<file path="src/rtl/tlp_unpacker.sv">
// rtl/tlp_unpacker.sv - consumer end of the ADC packer path: pops TLP headers/data and unpacks 12-bit samples
// Validates header reserved bits and buffer/TLP sequence before streaming samples.
module tlp_unpacker #(
  parameter int WORDS_PER_TLP = 15,
  parameter int DATA_W        = 64,
  parameter int HDR_W         = 40
) (
  input  logic              InputClock,
  input  logic              rst_n,
  input  logic              ADC_type,
  input  logic [15:0]       BufferLengthTLPs,
  input  logic [HDR_W-1:0]  HeaderFifoData,
  input  logic              HeaderFifoEmpty,
  output logic              HeaderRead,
  input  logic [DATA_W-1:0] DataFifoData,
  input  logic              DataFifoEmpty,
  output logic              DataRead,
  output logic [11:0]       SampleData,
  output logic              SampleValid,
  input  logic              SampleReady,
  output logic              SampleFirst,
  output logic [15:0]       HeaderBuffer,
  output logic [15:0]       HeaderTLP,
  output logic [2:0]        HeaderFlags,
  output logic              TLPDone,
  output logic              SeqError,
  output logic              ReservedError,
  output logic [15:0]       ErrorCount
);

  localparam int CNT_W = $clog2(WORDS_PER_TLP + 1);

  typedef enum logic [1:0] {IDLE, LOAD, EMIT} stateT;

  stateT             state, nextState;
  logic [DATA_W-1:0] shiftReg;
  logic [2:0]        slot;
  logic [CNT_W-1:0]  wordCount;
  logic              mode;
  logic              synced;

  logic              hdrPop, dataPop, sampleAccept, lastSlot, lastWord, tlpEnd;
  logic [15:0]       hdrBuf, hdrTlp, expBuf, expTlp;
  logic [2:0]        hdrFlags;
  logic [4:0]        hdrRsv;
  logic              seqBad, rsvBad, wrapTlp;
  logic [16:0]       errSum;

  assign hdrBuf   = HeaderFifoData[39:24];
  assign hdrTlp   = HeaderFifoData[23:8];
  assign hdrFlags = HeaderFifoData[7:5];
  assign hdrRsv   = HeaderFifoData[4:0];

  // The latched header fields double as the reference for the next sequence check.
  assign wrapTlp = (HeaderTLP >= BufferLengthTLPs);
  assign expTlp  = wrapTlp ? 16'd0 : HeaderTLP + 16'd1;
  assign expBuf  = wrapTlp ? HeaderBuffer + 16'd1 : HeaderBuffer;
  assign seqBad  = synced && ((hdrTlp != expTlp) || (hdrBuf != expBuf));
  assign rsvBad  = (hdrRsv != 5'b11111);
  assign errSum  = {1'b0, ErrorCount} + {16'd0, seqBad} + {16'd0, rsvBad};

  assign lastSlot = mode ? (slot == 3'd4) : (slot == 3'd7);
  assign lastWord = (wordCount == CNT_W'(WORDS_PER_TLP - 1));

  always_ff @(posedge InputClock or negedge rst_n) begin
    if (!rst_n) begin
      state <= IDLE;
    end else begin
      state <= nextState;
    end
  end

  always_comb begin
    nextState    = state;
    hdrPop       = 1'b0;
    dataPop      = 1'b0;
    sampleAccept = 1'b0;
    tlpEnd       = 1'b0;
    case (state)
      IDLE: begin
        if (!HeaderFifoEmpty) begin
          hdrPop    = 1'b1;
          nextState = LOAD;
        end
      end
      LOAD: begin
        if (!DataFifoEmpty) begin
          dataPop   = 1'b1;
          nextState = EMIT;
        end
      end
      EMIT: begin
        if (SampleReady) begin
          sampleAccept = 1'b1;
          if (lastSlot) begin
            if (lastWord) begin
              tlpEnd    = 1'b1;
              nextState = IDLE;
            end else begin
              nextState = LOAD;
            end
          end
        end
      end
      default: nextState = IDLE;
    endcase
  end

  // Pops are gated by reset so nothing leaves the FIFOs while rst_n is low.
  assign HeaderRead  = hdrPop & rst_n;
  assign DataRead    = dataPop & rst_n;
  assign SampleValid = (state == EMIT);
  assign SampleData  = (state != EMIT) ? 12'd0 :
                       mode ? shiftReg[DATA_W-1 -: 12] : {4'b0000, shiftReg[DATA_W-1 -: 8]};
  assign SampleFirst = (state == EMIT) && (slot == 3'd0) && (wordCount == '0);

  always_ff @(posedge InputClock or negedge rst_n) begin
    if (!rst_n) begin
      shiftReg      <= '0;
      slot          <= '0;
      wordCount     <= '0;
      mode          <= 1'b0;
      synced        <= 1'b0;
      HeaderBuffer  <= '0;
      HeaderTLP     <= '0;
      HeaderFlags   <= '0;
      TLPDone       <= 1'b0;
      SeqError      <= 1'b0;
      ReservedError <= 1'b0;
      ErrorCount    <= '0;
    end else begin
      TLPDone       <= tlpEnd;
      SeqError      <= 1'b0;
      ReservedError <= 1'b0;
      if (hdrPop) begin
        mode          <= ADC_type;
        synced        <= 1'b1;
        wordCount     <= '0;
        HeaderBuffer  <= hdrBuf;
        HeaderTLP     <= hdrTlp;
        HeaderFlags   <= hdrFlags;
        SeqError      <= seqBad;
        ReservedError <= rsvBad;
        ErrorCount    <= errSum[16] ? 16'hFFFF : errSum[15:0];
      end
      if (dataPop) begin
        shiftReg <= DataFifoData;
        slot     <= '0;
      end
      // Samples leave MSB-first; the shift register keeps the head sample stable during stalls.
      if (sampleAccept) begin
        shiftReg <= mode ? (shiftReg << 12) : (shiftReg << 8);
        slot     <= slot + 3'd1;
        if (lastSlot) begin
          wordCount <= wordCount + CNT_W'(1);
        end
      end
    end
  end

endmodule

</file>
<file path="config.mk">
export PLATFORM = sky130hd
export DESIGN_NAME = tlp_unpacker
export DESIGN_NICKNAME = d
export VERILOG_FILES = /design/src/rtl/tlp_unpacker.sv
export SDC_FILE = /design/constraint.sdc
export NUM_CORES = 1
export LEC_CHECK = 0
export BUFFER_PORTS_ARGS = -buffer_cell sky130_fd_sc_hd__buf_2
export CAP_MARGIN = 20
export CORE_ASPECT_RATIO = 1.4
export CORE_MARGIN = 2
export CORE_UTILIZATION = 58
export DETAILED_ROUTE_END_ITERATION = 10
export PLACE_DENSITY = 0.95
export RECOVER_POWER = 25
export SLEW_MARGIN = 20
export SYNTH_ARGS = -nofsm -noshare
export SYNTH_HDL_FRONTEND = slang
export SYNTH_SLANG_ARGS = --single-unit
export TNS_END_PERCENT = 1
</file>
<file path="constraint.sdc">
create_clock -name InputClock -period 10.8 [get_ports InputClock]
set_input_delay 0.54 -clock InputClock [delete_from_list [all_inputs] [get_ports InputClock]]
set_output_delay 0.54 -clock InputClock [all_outputs]
set_load 0.005 [all_outputs]
</file>
==> results of run 1 <==
## sequential cells by signal, indices dropped and copies added, names as in the netlist
signal	cells
ErrorCount	16
shiftReg	64
HeaderTLP	16
synced	1
slot	3
wordCount	4
state	2
SeqError	1
mode	1
HeaderBuffer	16
HeaderFlags	3
TLPDone	1
ReservedError	1
## routing by layer
metal | vias up | track usage, % | wire [um]
met3 | 93 | 8.17 | 1630
met5 | - | 0 | 0
met4 | 0 | 17.9 | 1100
li1 | 3297 | - | -
met2 | 366 | 55.6 | 11400
met1 | 3461 | 35.8 | 7980
## worst reg2reg max path, cell delays in order, from the launching register on
cell	delay [ps]
dfrtp_1	440
inv_1	90
ha_1	280
nand2b_1	140
a2111oi_0	700
or4_1	370
nand3_1	410
or4_1	640
o32ai_1	150
o311ai_1	160
o41ai_2	440
fa_1	240
inv_1	50
ha_1	200
nand2_1	100
nor2_1	80
nand2b_1	270
or3_1	380
o21ai_0	170
## synthesized netlist by cell type (all sizes together) (2+ instances only)
master,n
a2111oi,2
nand4,10
inv,31
nand2,158
o221ai,2
nor4,6
clkbuf,33
o21ai,23
dfrtp,129
o41ai,2
and4,4
a21oi,29
or3,4
nor2,88
nand3,28
mux2i,63
nand2b,4
or4,2
a31oi,9
a221o,52
or3b,2
a311oi,2
nor4b,2
o311ai,2
nor3b,2
and2,4
xor2,28
nor3,12
ha,24
buf,9
a211oi,3
xnor2,25
and3,15
nand4b,2
## where the power goes
group / total [mW] / switching (mW) / internal [mW] / leakage, nW
clock network: 0.661 / 0.224 / 0.436 / 0.323
registers: 0.967 / 0.287 / 0.680 / 1.62
logic: 0.979 / 0.507 / 0.472 / 2.63
total: 2.61 / 1.02 / 1.59 / 4.57
## final timing paths
kind,start,end,slack [ps]
worst max-delay path,HeaderTLP[0],ErrorCount[2],5340
worst min-delay path,HeaderFifoData[7],HeaderFlags[2],310
worst max register to register,HeaderTLP[0],ErrorCount[2],5340
worst min register to register,HeaderFlags[1],HeaderFlags[1],470
max in group asynchronous,rst_n,mode,6970
min in group asynchronous,rst_n,HeaderBuffer[9],1410
## cell type report
class,instances,area [sq um]
Clock buffer,21,480
Clock inverter,11,199
Fill cell,946,3470
Inverter,32,120
Multi-Input combinational cell,624,4050
Sequential cell,129,3230
Tap cell,153,191
Timing Repair Buffer,201,1020
## cell families after synthesis
logic type,Yosys count
simple gates,345
compound gates,138
flops,129
buf+inv,74
mux,63
xor+xnor,53
fa+ha+maj,25
## per-stage QoR
stage | setup slack, ps | utilization, % | total power, mW
CTS | 5550 | 73.0 | 2.60
finish | 5340 | 72.8 | 2.61
global placement | 5610 | 67.5 | 1.88
detailed placement | 5500 | 67.6 | 1.93
global route | 5080 | 72.8 | 2.76
floorplan | 6490 | - | 1.58
==> impl_metrics.env, run 1 <==
export IMPL_outcome="complete, but fails checks"
export IMPL_violations="max-capacitance violations, max-slew violations"
export IMPL_crit_slowest_cell="a2111oi_0"
export IMPL_hpwl_um=15600
export IMPL_slew_violations=110
export IMPL_synth_top_family_by_area="simple AND/OR/NAND/NOR gates"
export IMPL_max_cap_violations=2
export IMPL_synth_seq_cells=129
export IMPL_final_common_cell="buf_2"
export IMPL_min_period_over_period_pct=50.5
export IMPL_worstHoldPathType="primary input to flop"
export IMPL_rsz0062_at_grt="no"
export IMPL_design_core_area_sq_um=12800
export IMPL_syn_avg_cell_area_sq_um=9.12
export IMPL_nets=1156
export IMPL_synth_mux_area_share_pct=8.36
export IMPL_mostFrequentLayoutCells="buf_2, nand2_1, dfrtp_1"
export IMPL_cts_repair_resized=0
export IMPL_grt_overflow_total=0
export IMPL_synth_cell_types=59
export IMPL_whs_ps=309
export IMPL_yosysSeqAreaShare_pct=42.8
export IMPL_syn_inst=827
export IMPL_cp_max_fo=12
export IMPL_place_congestion=0.983
export IMPL_boundaryPins=196
export IMPL_yosysTopAreaCellShare_pct=42.8
export IMPL_cp_depth=18
export IMPL_dieHeight_um=139
export IMPL_dieWidth_um=100
export IMPL_cts_made_buffers=17
export IMPL_post_cts_buffers=0
export IMPL_synth_fa_ha_area_share_pct=4.24
export IMPL_syn_nets=978
export IMPL_syn_area_sq_um=7550
export IMPL_max_slew_margin_pct=-147
export IMPL_synth_compound_area_share_pct=14.1
export IMPL_area_delta_synth_final_pct=23.0
export IMPL_track_usage_pct=32.3
export IMPL_arrival_ps=5720
export IMPL_placed_cell_area_sq_um=8620
export IMPL_drt_iter0_markers=567
export IMPL_leakagePower_nw=4.57
export IMPL_final_area_sq_um=9290
export IMPL_first_pass_iters=6
export IMPL_cts_root_buf="clkbuf_16"
export IMPL_finalSetupTns_ps=0
export IMPL_path_delay_family="simple AND/OR/NAND/NOR gates"
export IMPL_postCtsHoldBufs=0
export IMPL_yosysTopAreaCell="dfrtp_1"
export IMPL_cts_tree="done"
export IMPL_cts_buffer_depth=2
export IMPL_reg2regPathDepth=18
export IMPL_clkLatencyLatePin_ps=420
export IMPL_crit_chain="inv_1 -> ha_1 -> nand2b_1 -> a2111oi_0 -> or4_1 -> nand3_1 -> or4_1 -> o32ai_1 -> o311ai_1 -> o41ai_2 -> fa_1 -> inv_1 -> ha_1 -> nand2_1 -> nor2_1 -> nand2b_1 -> or3_1 -> o21ai_0"
export IMPL_clock_fmax_ghz=0.183
export IMPL_critPathLaunchType="flop"
export IMPL_finalCriticalPeriod_ps=5460
export IMPL_dieArea_sq_um=14000
export IMPL_grt_pass1_vias=7237
export IMPL_fin_skew_ps=10.7
export IMPL_yosysWarningCount=0
export IMPL_final_cells=1171
export IMPL_io_buffers=195
export IMPL_synth_edf_count=0
export IMPL_grt_max_degree=68
export IMPL_drive_above_1_share_pct=23.0
export IMPL_required_ps=11060
export IMPL_finalHoldViolCount=0
export IMPL_ys_top_cells_by_area="dfrtp_1, mux2i_1, nand2_1, a221o_1, nor2_1"
export IMPL_grt_pass1_wl_um=35500
export IMPL_start_util_pct=59.2
export IMPL_place_inst=1139
export IMPL_wirelength_um=22200
export IMPL_vias=7217
export IMPL_max_stage_delay_ps=700
export IMPL_cts_sinks=129
export IMPL_drc=0
export IMPL_synth_xor_area_share_pct=6.15
export IMPL_ys_flop_type="dfrtp_1"
export IMPL_path_buf_inv=2
export IMPL_synthSimpleGateAreaFrac_pct=20.4
export IMPL_tightest_slew_ps=3710
export IMPL_antenna_cells=0
export IMPL_std_cell_rows=49
export IMPL_setup_viol=0
export IMPL_clkTransAtPathRegs_ps=60
export IMPL_pwr_density_cell_nw_per_um2=281
export IMPL_htreeDepth=4
export IMPL_antenna_found_initial=1
export IMPL_holdPathStages=3
export IMPL_path_class="flop to flop"
export IMPL_wl_per_cell_um=18.9
export IMPL_end_kind="flop"
export IMPL_ant_nets=0
export IMPL_async_flop_share_pct=100
export IMPL_vdd_drop_max_mv=0.166
export IMPL_routed_via_density=6.16
Power figures use the tool's default switching activity.
==> run 2, diff against run 1 <==
Settings changed: CORE_UTILIZATION 58 to 54, PLACE_DENSITY 0.95 to 0.9.
Clock period 10.8 ns to 5.44 ns, I/O delays scaled along.
==> run 2 against run 1 <==
Effect of this change:
- the flow still finishes with violations (max-capacitance violations, max-slew violations)
- clock skew up 3.0 ps
- register-to-register slack got worse by 4900 ps
- largest cell class unchanged
- critical path type unchanged
- routed wire length increased by 0.45%
==> impl_metrics.env, run 2 (synthesized netlist as in run 1, its figures left out) <==
export IMPL_pwr_density_cell_nw_per_um2=541
export IMPL_reg2reg_to="ErrorCount[2]"
export IMPL_nets=1158
export IMPL_cp_max_fo=12
export IMPL_vias=7192
export IMPL_slew_violations=62
export IMPL_dieArea_sq_um=14900
export IMPL_end_kind="flop"
export IMPL_min_period_over_period_pct=91.9
export IMPL_start_util_pct=54.7
export IMPL_hold_end="HeaderFlags[2]"
export IMPL_tightest_slew_ps=3290
export IMPL_std_cell_rows=51
export IMPL_finalHoldViolCount=0
export IMPL_finalCriticalPeriod_ps=5000
export IMPL_wirelength_um=22300
export IMPL_cts_made_buffers=17
export IMPL_arrival_ps=5270
export IMPL_dieHeight_um=144
export IMPL_clkTransAtPathRegs_ps=60
export IMPL_final_core_util_pct=67.0
export IMPL_clkPwrFrac_pct=22.8
export IMPL_cts_tree="done"
export IMPL_routed_via_density=5.97
export IMPL_clock_fmax_ghz=0.200
export IMPL_num_fill_cells=1136
export IMPL_switching_share_pct=40.4
export IMPL_startpoint="HeaderTLP[0]"
export IMPL_holdPathStages=3
export IMPL_violations="max-capacitance violations, max-slew violations"
export IMPL_fin_skew_ps=13.7
export IMPL_critPathLaunchType="flop"
export IMPL_setup_viol=0
export IMPL_mostFrequentLayoutCells="buf_2, nand2_1, dfrtp_1"
export IMPL_reg2regPathDepth=18
export IMPL_wl_per_cell_um=18.5
export IMPL_dieWidth_um=104
export IMPL_ant_nets=0
export IMPL_clkLatencyLatePin_ps=420
export IMPL_hold_start="HeaderFifoData[7]"
export IMPL_drc=0
export IMPL_required_ps=5710
export IMPL_outcome="complete, but fails checks"
export IMPL_path_class="flop to flop"
export IMPL_final_common_cell="buf_2"
export IMPL_cts_buffer_depth=2
export IMPL_worstReg2RegStart="HeaderTLP[0]"
export IMPL_seqPwrFrac_pct=38.3
export IMPL_largest_register_ffs=64
export IMPL_regToRegSetupSlack_ps=440
export IMPL_grt_overflow_total=0
export IMPL_cts_repair_resized=0
export IMPL_track_usage_pct=29.6
export IMPL_cts_sinks=129
export IMPL_first_pass_iters=5
export IMPL_antenna_found_initial=1
export IMPL_cts_root_buf="clkbuf_16"
export IMPL_vdd_drop_max_mv=0.329
export IMPL_grt_pass1_wl_um=35000
export IMPL_drive_above_1_share_pct=22.3
export IMPL_comb_power_share_pct=38.9
export IMPL_max_cap_violations=1
export IMPL_boundaryPins=196
export IMPL_grt_pass1_vias=7072
export IMPL_place_congestion=0.940
export IMPL_grt_max_degree=72
export IMPL_worstHoldPathType="primary input to flop"
export IMPL_hpwl_um=15900
export IMPL_p_switching_mw=2.02
export IMPL_max_slew_margin_pct=-119
export IMPL_internal_power_mw=2.98
export IMPL_design_core_area_sq_um=13800
export IMPL_drt_iter0_markers=535
export IMPL_top_register="shiftReg"
export IMPL_leakagePower_nw=4.52
export IMPL_rsz0062_at_grt="no"
export IMPL_io_buffers=195
export IMPL_finalPower_mw=5.00
export IMPL_htreeDepth=4
export IMPL_area_delta_synth_final_pct=22.5
export IMPL_finalSetupTns_ps=0
==> run 2: changes by cell type in the layout (fill, tap and decap cells not counted), sizes merged <==
cell | before | now
buf | 190 | 185
bufinv | 5 | 2
clkbuf | 32 | 36
clkinv | 2 | 6
clkinvlp | 3 | 4
diode | 0 | 1
dlygate4sd3 | 0 | 1
inv | 33 | 32
==> run 2: area by class of cell <==
cell class                      count  area [sq um]  share of cell area [%]
Tap cell                          185           231                    2.51
Clock inverter                     12           135                    1.46
Clock buffer                       19           453                    4.90
Multi-Input combinational cell    624          4050                    43.8
Timing Repair Buffer              203          1020                    11.0
Sequential cell                   129          3230                    35.0
Inverter                           32           120                    1.30
Antenna cell                        1          2.50                  0.0271
==> run 2: power by group through the flow <==
stage	Sequential, mW	Combinational (mW)	Clock, mW
after floorplan	1.68	1.45	0
after global placement	1.89	1.87	0
after global routing	1.96	2.14	1.20
after CTS	1.89	1.95	1.15
final	1.91	1.95	1.14
after detailed placement	1.90	1.93	0
==> run 2: timing repair <==
item | 4_1_cts | 5_1_grt
hold buffers | 1 | 0
setup endpoints to repair | 0 | 0
setup buffers | 0 | 0
hold endpoints to repair | 58 | 0
==> run 2: metrics by stage <==
stage | instance area, sq um | cells | hold WS [ps] | setup WS [ps]
floorplan | 7550 | 827 | -23.6 | 1250
global placement | 8660 | 1172 | 275 | 737
detailed placement | 8660 | 1172 | 273 | 498
CTS | 9260 | 1204 | 40.5 | 459
global route | 9240 | 1204 | 46.2 | 135
finish | 9240 | 1205 | 51.8 | 442
==> run 2: metal layers <==
metal  track usage, %  up-vias  wire [um]
li1                 -     3292          -
met1             32.3     3469       8050
met2             53.9      358      11700
met3             7.12       73       1600
met4             14.8        0        925
met5                0        -          0
==> run 2: worst max-delay path: stages (launching register included) <==
cell and delay [ps]:
dfrtp_1 430, inv_1 80, ha_1 260, nand2b_1 140
a2111oi_0 710, or4_1 380, nand3_1 220, or4_1 560
o32ai_1 140, o311ai_1 170, o41ai_2 410, fa_1 230
inv_1 50, ha_1 180, nand2_1 110, nor2_1 90
nand2b_1 150, or3_1 380, o21ai_0 150
==> run 2: worst max-delay path by stage <==
stage                          end  cells after the start  slack, ps
floorplan           ErrorCount[10]                     19       1250
global placement     ErrorCount[9]                     18        740
detailed placement   ErrorCount[2]                     18        500
CTS                  ErrorCount[9]                     18        460
global route         ErrorCount[2]                     18        130
finish               ErrorCount[2]                     18        440
==> run 3, diff against run 2 <==
Settings changed: GPL_TIMING_DRIVEN from default to 0.
==> run 3 against run 2 <==
Effect of this change:
- register-to-register slack is essentially flat
- the flow still finishes with violations (max-capacitance violations, max-slew violations)
- sequential power shrank 5%
- non-clock buffer count grew 36
- highest routed layer unchanged
==> impl_metrics.env, run 3 (synthesized netlist as in run 1, its figures left out) <==
export IMPL_worstHoldPathType="primary input to flop"
export IMPL_leakagePower_nw=4.59
export IMPL_cts_tree="done"
export IMPL_boundaryPins=196
export IMPL_fin_ws_ps=429
export IMPL_finalHoldViolCount=0
export IMPL_mostFrequentLayoutCells="buf_2, nand2_1, dfrtp_1"
export IMPL_drt_iter0_markers=522
export IMPL_antenna_cells=0
export IMPL_pre_cts_slack_ps=261
export IMPL_routed_via_density=5.85
export IMPL_clkLatencyLatePin_ps=410
export IMPL_regToRegSetupSlack_ps=430
export IMPL_hpwl_um=17400
export IMPL_io_buffers=195
export IMPL_top_register="shiftReg"
export IMPL_wl_met1_um=8320
export IMPL_pwr_density_cell_nw_per_um2=544
export IMPL_reg2regPathDepth=19
export IMPL_dr_wl_met2_um=12000
export IMPL_required_ps=5710
export IMPL_finalSetupTns_ps=0
export IMPL_nets=1194
export IMPL_seqCellArea_sq_um=3230
export IMPL_final_common_cell="buf_2"
export IMPL_grt_max_degree=69
export IMPL_grt_overflow_total=0
export IMPL_antenna_found_initial=0
export IMPL_first_pass_iters=5
export IMPL_violations="max-capacitance violations, max-slew violations"
export IMPL_hold_start="HeaderFifoData[7]"
export IMPL_clkTransAtPathRegs_ps=60
export IMPL_drc=0
export IMPL_dieArea_sq_um=14900
export IMPL_max_cap_violations=1
export IMPL_final_area_sq_um=9400
export IMPL_largest_register_ffs=64
export IMPL_cts_root_buf="clkbuf_16"
export IMPL_endpoint="ErrorCount[10]"
export IMPL_cts_sinks=129
export IMPL_vias=7266
export IMPL_outcome="complete, but fails checks"
export IMPL_tightest_slew_ps=3830
export IMPL_max_slew_margin_pct=-155
export IMPL_startpoint="HeaderTLP[11]"
export IMPL_design_core_area_sq_um=13800
export IMPL_cts_buffer_depth=2
export IMPL_start_util_pct=54.7
export IMPL_dieHeight_um=144
export IMPL_wl_per_cell_um=18.4
export IMPL_grt_pass1_wl_um=35700
export IMPL_slew_violations=68
export IMPL_cp_max_fo=10
export IMPL_min_period_over_period_pct=92.1
export IMPL_worstReg2RegStart="HeaderTLP[11]"
export IMPL_num_fill_cells=1103
export IMPL_ant_nets=0
export IMPL_cts_made_buffers=17
export IMPL_end_kind="flop"
export IMPL_multi_input_area_sq_um=4030
export IMPL_finalPower_mw=5.11
export IMPL_place_congestion=0.995
export IMPL_std_cell_rows=51
export IMPL_track_usage_pct=30.5
export IMPL_clock_fmax_ghz=0.200
export IMPL_placed_cell_area_sq_um=8790
export IMPL_whs_ps=60.8
export IMPL_routed_wl_met3_um=1720
export IMPL_critPathLaunchType="flop"
export IMPL_vdd_drop_max_mv=0.346
export IMPL_fin_skew_ps=11.0
export IMPL_grt_pass1_vias=7256
export IMPL_setup_viol=0
export IMPL_rsz0062_at_grt="no"
export IMPL_htreeDepth=4
export IMPL_drive_above_1_share_pct=22.3
export IMPL_dieWidth_um=104
export IMPL_finalCriticalPeriod_ps=5010
export IMPL_area_delta_synth_final_pct=24.6
export IMPL_arrival_ps=5280
export IMPL_maxUsedRoutingLayer="met4"
export IMPL_path_class="flop to flop"
export IMPL_reg2reg_to="ErrorCount[10]"
export IMPL_wirelength_um=22900
-- run 3: worst min path at each step --
stage	end	slack, ps	cells past startpoint
finish	HeaderFlags[2]	60	3
CTS	HeaderFlags[2]	60	3
global placement	HeaderFlags[2]	450	2
global route	HeaderFlags[2]	70	3
floorplan	ErrorCount[0]	-20	0
detailed placement	HeaderBuffer[14]	270	1
-- run 3: per-layer routing --
| layer | up-vias | track usage, % |
|---|---|---|
| li1 | 3371 | - |
| met1 | 3449 | 33.2 |
| met2 | 382 | 56.0 |
| met3 | 64 | 6.21 |
| met4 | 0 | 16.0 |
| met5 | - | 0 |
-- run 3: cell type report --
class,count,share of cell area [%]
plain buffers,42,1.84
inverters,32,1.28
flip-flops and latches,129,34.3
multi-input cells,624,42.9
repair buffers,197,10.7
clock buffers,18,4.57
well taps,185,2.46
clock inverters,14,1.92
-- run 3: timing repair --
action / 4_1_cts / 5_1_grt
setup endpoints to repair: 0 / 10
buffers inserted: 0 / 0
resized for setup: 0 / 1
hold buffers: 1 / 0
hold endpoints to repair: 66 / 0
-- run 3: power breakdown --
part | internal (mW) | switching [mW]
combinational | 0.961 | 1.15
sequential | 1.35 | 0.472
clock | 0.727 | 0.452
total | 3.04 | 2.07
-- run 3: worst max-delay path: stages (launching register included) --
cell and delay, ps:
dfrtp_1 460, ha_1 360, a21oi_1 160, o21ai_0 170, a21oi_2 480, and3_4 290, buf_6 150, a21oi_1 80
o311ai_0 510, o31ai_1 180, o41ai_2 470, fa_1 240, inv_1 50, ha_1 190, nand2_1 100, nor2_1 90
nand2b_1 200, or3_1 170, clkbuf_1 390, nand3_1 120
-- run 3: stage by stage --
stage                     util (%)  cells
after detailed placement      63.8   1208
after CTS                     68.3   1241
after global placement        63.5   1207
after global routing          68.2   1241
final                         68.2   1241
after floorplan                  -    827
